## config.mk

```make
export PLATFORM = sky130hd
export DESIGN_NAME = pipeline_hazard_controller
export DESIGN_NICKNAME = d
export VERILOG_FILES = /design/src/rtl/cpu_pkg.sv /design/src/rtl/hazard_perf_counter.sv /design/src/rtl/pipeline_hazard_controller.sv
export SDC_FILE = /design/constraint.sdc
export NUM_CORES = 1
export LEC_CHECK = 0
export CORE_MARGIN = 10
export CORE_UTILIZATION = 46
export CTS_BUF_LIST = sky130_fd_sc_hd__clkbuf_16
export CTS_CLUSTER_SIZE = 14
export DETAILED_ROUTE_END_ITERATION = 8
export GPL_ROUTABILITY_DRIVEN = 0
export PLACE_DENSITY_LB_ADDON = 0.3
export RECOVER_POWER = 100
export SLEW_MARGIN = 25
export SYNTH_ARGS = -nofsm -noshare
export SYNTH_HDL_FRONTEND = slang
export SYNTH_HIERARCHICAL = 1
export SYNTH_SLANG_ARGS = --single-unit
```

## constraint.sdc

```tcl
create_clock -name clk -period 3.2 [get_ports clk]
set_input_delay 0.48 -clock clk [delete_from_list [all_inputs] [get_ports clk]]
set_output_delay 0.48 -clock clk [all_outputs]
set_load 0.005 [all_outputs]
```

## src/rtl/cpu_pkg.sv

```systemverilog
// cpu_pkg: shared pipeline types for the hazard controller.
//   REG_ADDR_W     register-address width (16-entry regfile)
//   hazard_state_t FSM states of the hazard controller
//   stage_ctrl_t   stall/flush bundle driven into the pipeline registers
package cpu_pkg;
   localparam int REG_ADDR_W = 4;
   typedef enum logic [1:0] {RUN, LOAD_STALL, FLUSH, MEM_WAIT} hazard_state_t;
   typedef struct packed {
      logic stall_fetch;
      logic stall_decode;
      logic stall_execute;
      logic stall_memory;
      logic flush_decode;
      logic flush_execute;
   } stage_ctrl_t;
endpackage

```

## src/rtl/hazard_perf_counter.sv

```systemverilog
// hazard_perf_counter: saturating 32-bit event counter.
//   clk      pipeline clock, rising edge
//   rst_n    asynchronous active-low reset, clears the count
//   i_en     count this cycle
//   o_count  current count, holds at 2^32-1
module hazard_perf_counter (
   input  logic        clk,
   input  logic        rst_n,
   input  logic        i_en,
   output logic [31:0] o_count
);
   logic [31:0] r_count;
   always_ff @(posedge clk or negedge rst_n) begin
      if (!rst_n) r_count <= '0;
      else if (i_en && r_count != '1) r_count <= r_count + 32'd1;
   end
   assign o_count = r_count;
endmodule

```

## src/rtl/pipeline_hazard_controller.sv

```systemverilog
// pipeline_hazard_controller: stall/flush sequencer for load-use, taken-branch and memory-wait hazards.
//   clk, rst_n                          clock (rising edge), asynchronous active-low reset
//   rs1_decode, rs2_decode              source registers of the decode instruction
//   rd_execute, mem_read_execute        destination / load flag of the execute instruction
//   branch_taken_execute                branch resolved taken in execute
//   mem_req_memory, mem_ready           data-memory access in memory stage / completes this cycle
//   stall_fetch..stall_memory           hold the corresponding pipeline registers
//   flush_decode, flush_execute         clear fetch/decode and decode/execute registers
//   busy                                FSM not in RUN
//   stall_cycles, flush_cycles          perf counters, only with HAZARD_PERF_CNT_EN defined
module pipeline_hazard_controller
   import cpu_pkg::*;
#(
   parameter int LOAD_STALL_CYC = 1,
   parameter int BRANCH_PENALTY = 2
) (
   input  logic                  clk,
   input  logic                  rst_n,
   input  logic [REG_ADDR_W-1:0] rs1_decode,
   input  logic [REG_ADDR_W-1:0] rs2_decode,
   input  logic [REG_ADDR_W-1:0] rd_execute,
   input  logic                  mem_read_execute,
   input  logic                  branch_taken_execute,
   input  logic                  mem_req_memory,
   input  logic                  mem_ready,
   output logic                  stall_fetch,
   output logic                  stall_decode,
   output logic                  stall_execute,
   output logic                  stall_memory,
   output logic                  flush_decode,
   output logic                  flush_execute,
`ifdef HAZARD_PERF_CNT_EN
   output logic [31:0]           stall_cycles,
   output logic [31:0]           flush_cycles,
`endif
   output logic                  busy
);
   if (LOAD_STALL_CYC < 1 || LOAD_STALL_CYC > 7 || BRANCH_PENALTY < 1 || BRANCH_PENALTY > 7) begin : g_bad_param
      $error("LOAD_STALL_CYC and BRANCH_PENALTY must be within 1..7");
   end

   localparam logic [2:0] LS_INIT = 3'(LOAD_STALL_CYC - 1);
   localparam logic [2:0] BP_INIT = 3'(BRANCH_PENALTY - 1);

   hazard_state_t r_state, r_ret_state;
   logic [2:0]    r_cnt;
   hazard_state_t w_cur, w_state_nxt, w_ret_nxt;
   logic [2:0]    w_cnt_nxt, w_cnt_dec;
   logic          w_mem_wait, w_load_use, w_branch;
   stage_ctrl_t   w_ctrl;

   assign w_mem_wait = mem_req_memory && !mem_ready;
   assign w_load_use = mem_read_execute && (rd_execute == rs1_decode || rd_execute == rs2_decode);

   always_comb begin
      // While waiting on memory the interrupted state is parked in r_ret_state;
      // on the completion cycle that state acts immediately.
      w_cur       = (r_state == MEM_WAIT) ? r_ret_state : r_state;
      w_branch    = branch_taken_execute && (w_cur == RUN || w_cur == LOAD_STALL);
      w_cnt_dec   = (r_cnt == 3'd0) ? 3'd0 : r_cnt - 3'd1;
      w_ctrl      = '0;
      w_state_nxt = w_cur;
      w_ret_nxt   = r_ret_state;
      w_cnt_nxt   = r_cnt;
      if (w_mem_wait) begin
         w_ctrl.stall_fetch   = 1'b1;
         w_ctrl.stall_decode  = 1'b1;
         w_ctrl.stall_execute = 1'b1;
         w_ctrl.stall_memory  = 1'b1;
         w_state_nxt          = MEM_WAIT;
         w_ret_nxt            = w_cur;
      end else if (w_branch) begin
         w_ctrl.flush_decode  = 1'b1;
         w_ctrl.flush_execute = 1'b1;
         w_cnt_nxt            = BP_INIT;
         w_state_nxt          = (BP_INIT == 3'd0) ? RUN : FLUSH;
      end else if (w_cur == FLUSH) begin
         w_ctrl.flush_decode  = 1'b1;
         w_cnt_nxt            = w_cnt_dec;
         w_state_nxt          = (w_cnt_dec == 3'd0) ? RUN : FLUSH;
      end else if (w_cur == LOAD_STALL || (w_cur == RUN && w_load_use)) begin
         w_ctrl.stall_fetch   = 1'b1;
         w_ctrl.stall_decode  = 1'b1;
         w_ctrl.flush_execute = 1'b1;
         w_cnt_nxt            = (w_cur == RUN) ? LS_INIT : w_cnt_dec;
         w_state_nxt          = (w_cnt_nxt == 3'd0) ? RUN : LOAD_STALL;
      end
   end

   always_ff @(posedge clk or negedge rst_n) begin
      if (!rst_n) begin
         r_state     <= RUN;
         r_ret_state <= RUN;
         r_cnt       <= '0;
      end else begin
         r_state     <= w_state_nxt;
         r_ret_state <= w_ret_nxt;
         r_cnt       <= w_cnt_nxt;
      end
   end

   // Gating with rst_n keeps every output low while reset is held, whatever the inputs.
   assign stall_fetch   = rst_n & w_ctrl.stall_fetch;
   assign stall_decode  = rst_n & w_ctrl.stall_decode;
   assign stall_execute = rst_n & w_ctrl.stall_execute;
   assign stall_memory  = rst_n & w_ctrl.stall_memory;
   assign flush_decode  = rst_n & w_ctrl.flush_decode;
   assign flush_execute = rst_n & w_ctrl.flush_execute;
   assign busy          = r_state != RUN;

`ifdef HAZARD_PERF_CNT_EN
   hazard_perf_counter u_stall_cnt (.clk(clk), .rst_n(rst_n), .i_en(stall_fetch), .o_count(stall_cycles));
   hazard_perf_counter u_flush_cnt (.clk(clk), .rst_n(rst_n), .i_en(flush_decode), .o_count(flush_cycles));
`endif
endmodule

```

==> results of run 1 <==
[worst max path at each step]
| stage | end | from | cells after the start | slack [ns] |
|---|---|---|---|---|
| 2_1_floorplan | stall_fetch | rs1_decode[3] | 6 | 1.13 |
| 3_3_place_gp | stall_decode | rd_execute[3] | 7 | 0.26 |
| 3_5_place_dp | stall_decode | rd_execute[3] | 7 | 0.19 |
| 4_1_cts | stall_decode | rd_execute[3] | 7 | 0.19 |
| 5_1_grt | stall_fetch | rd_execute[3] | 7 | 0.08 |
| 6_report | stall_decode | rd_execute[3] | 7 | 0.17 |
[state kept, by name (all words and copies together), names as in the netlist]
signal       flops
r_ret_state      2
r_state          2
r_cnt            3
[layout make-up]
cell class,instances,area [µm²],area share
Multi-Input combinational cell,58,424,0.440
Timing Repair Buffer,25,244,0.253
Sequential cell,7,175,0.182
Clock buffer,3,75.1,0.0778
Inverter,6,22.5,0.0233
Tap cell,15,18.8,0.0195
Clock inverter,1,5.00,0.00519
[cells by family after synthesis]
family / count (synthesis) / synth area share
and+or+nand+nor: 20 / 0.178
xor gates and xnor gates: 8 / 0.106
AOI/OAI and AO/OA: 25 / 0.302
buffers and inverters: 9 / 0.0645
muxes: 3 / 0.0455
adders and majority gates: 2 / 0.0379
DFF: 7 / 0.266
[synth_stat cells (2+ instances only)]
library cell,number
xor2_1,8
dfrtp_1,7
inv_1,6
nand2_1,6
a21oi_1,4
o21ai_0,4
mux2i_1,3
buf_4,2
ha_1,2
nand2b_1,2
nand3_1,2
nor2_1,2
o211ai_1,2
o21a_1,2
o21ai_1,2
o2bb2ai_1,2
[worst register-to-register path: stages, from the launching register on]
cell	delay, ns
dfrtp_1	0.50
or2_0	0.25
o21ai_2	0.11
o211a_4	0.16
o21ai_0	0.43
mux2i_1	0.25
[layout by cell type, fill, tap and decap left out, drive strengths merged]
| cell | instances |
|---|---|
| nand3 | 2 |
| inv | 6 |
| a21oi | 5 |
| o31ai | 1 |
| clkbuf | 4 |
| nor2b | 1 |
| nor3 | 1 |
| nor4 | 2 |
| xor2 | 8 |
| o211ai | 2 |
| mux2i | 3 |
| o211a | 1 |
| ha | 2 |
| o31a | 1 |
| and3 | 1 |
| nand2b | 3 |
| o2bb2ai | 2 |
| or2 | 1 |
| o21a | 2 |
| a211oi | 2 |
| o21ai | 8 |
| nor2 | 2 |
| or2b | 1 |
| clkdlybuf4s50 | 15 |
| clkinv | 1 |
| dfrtp | 7 |
| o22a | 1 |
| dlygate4sd3 | 9 |
| nand2 | 6 |
[through the flow]
step	utilization	instance area [µm²]	cells	power (mW)
after floorplan	-	659	74	0.402
after global placement	0.679	906	111	0.503
after detailed placement	0.679	906	111	0.515
after CTS	0.739	986	115	0.736
after global routing	0.723	965	115	0.763
final	0.723	965	115	0.711
[power by group through the flow]
stage | registers (mW) | clock network [mW] | logic [mW]
after CTS | 0.175 | 0.220 | 0.341
after floorplan | 0.153 | 0 | 0.250
after global placement | 0.175 | 0 | 0.328
final | 0.176 | 0.217 | 0.318
after detailed placement | 0.177 | 0 | 0.338
after global routing | 0.185 | 0.224 | 0.354
[metal layers]
| layer | part of all wire | vias up | global-route usage |
|---|---|---|---|
| met5 | 0 | - | 0 |
| met4 | 0.021 | 0 | 0.0604 |
| met3 | 0.078 | 4 | 0.0458 |
| met2 | 0.47 | 22 | 0.183 |
| met1 | 0.43 | 296 | 0.132 |
| li1 | - | 312 | - |
==> impl_metrics.ini, run 1 <==
[synth]
synth-main-ff-cell = dfrtp_1
yosysTopAreaCell = dfrtp_1
syn-num-nets = 94
synth_top_area_frac = 0.266
ys_ff_latch = 7
ys_seq_area_frac = 0.266
synthTopCellsByArea = dfrtp_1 27%, xor2_1 11%, mux2i_1 4.6%, ha_1 3.8%, inv_1 3.4%
yosysUniqueCellTypes = 34
async_flop_share = 1.00
synth-warning-count = 6
syn_area_um2 = 659
synth_edf_count = 0
synth.avg_cell_area_um2 = 8.91
syn_inst = 74

[route]
dr.pass1.iters = 4
vias_per_cell = 5.51
wire_per_inst_um = 16.3
num_vias = 634
first_iter_violations = 15
ant_nets = 0
post-route-drc-count = 0
wirelength_mm = 1.88

[clocking]
cts_max_level = 1
path_clk_slew_ns = 0.04
cts_sinks = 7
post_cts_buffers = 0
cts_tree = done
cts_buffers = 3
clk_latency_ns = 0.24
clock_path_buffers = 2
ctsResizeCount = 0
root_buffer = clkbuf_16
cts_hold_buf = 0

[timing]
drv_slew = 0
hold_ws_ns = 0.567
relSlewSlack = 0.656
finalSetupTns_ns = 0
hold_viol_final = 0
tightest_slew_ns = 0.510
setup_viol = 0
fin_skew_ns = 0.00629
finalCriticalPeriod_ns = 3.03
finalCritPeriodShare = 0.946
setup_ws_ns = 0.174
grt_setup_unrepaired = false
max_freq_mhz = 330

[setup_path]
worstPathRequired_ns = 2.72
cp.arrival_ns = 2.55
cp_cell_sequence = clkdlybuf4s50_1 -> xor2_1 -> nor4_1 -> o211a_4 -> a21oi_2 -> o31ai_2 -> dlygate4sd3_1
crit_path_start_kind = input pin
endpoint_kind = primary output
crit_slowest_cell = dlygate4sd3_1
path_max_fanout = 3
cp_top_family = buffers and inverters
path_buf_inv = 2
crit_type = input pin to primary output
r2r_cells = 5
r2r_slack_ns = 1.41
worstReg2RegStart = r_state[0]$_DFF_PN0_
reg2reg_to = r_cnt[0]$_DFFE_PN0P_
cpPeakStageDelay_ns = 0.61

[power_and_ir_drop]
p_comb_frac = 0.447
switchingPower_uw = 271
peakVddDrop_uv = 641
p_sw_frac = 0.381
power_frac_seq = 0.248
p_clk_frac = 0.305
internal_power_uw = 440
power_density_nw_per_um2 = 737
leakagePower_nw = 0.424

[die]
pin_count = 25
fp-row-count = 13
die_y_um = 57.9
die_x_um = 57.9
core-area_um2 = 1330
start_util = 0.494
die_area_um2 = 3350

[finish]
area_growth_pct = 46.3
diodes = 0
nets = 121
drive_above_1_share = 0.110
n_fill_cell = 99

[outcome]
status = complete, no violations

[placement]
dp_slack_ns = 0.193
place_hpwl_mm = 1.53
portBuffers = 24

[global_route]
overflow = 0
grt_pass1_vias = 622
track_usage = 0.116
grt_pass1_wl_mm = 3.06
grt_max_degree = 11
antenna_found_initial = 0

[worst_hold_path]
holdPathStages = 1
min_delay_worst_endpoint = r_cnt[1]$_DFFE_PN0P_
hp-class = register to register
min-delay-start = r_cnt[1]$_DFFE_PN0P_

[job]
drv_cap = 0
Power figures use the tool's default switching activity.
==> inputs of run 2 (changes only) <==
GPL_ROUTABILITY_DRIVEN = not set   (was 0)
==> results of run 2 <==
Final layout, timing and power as in run 1 (identical DEF).
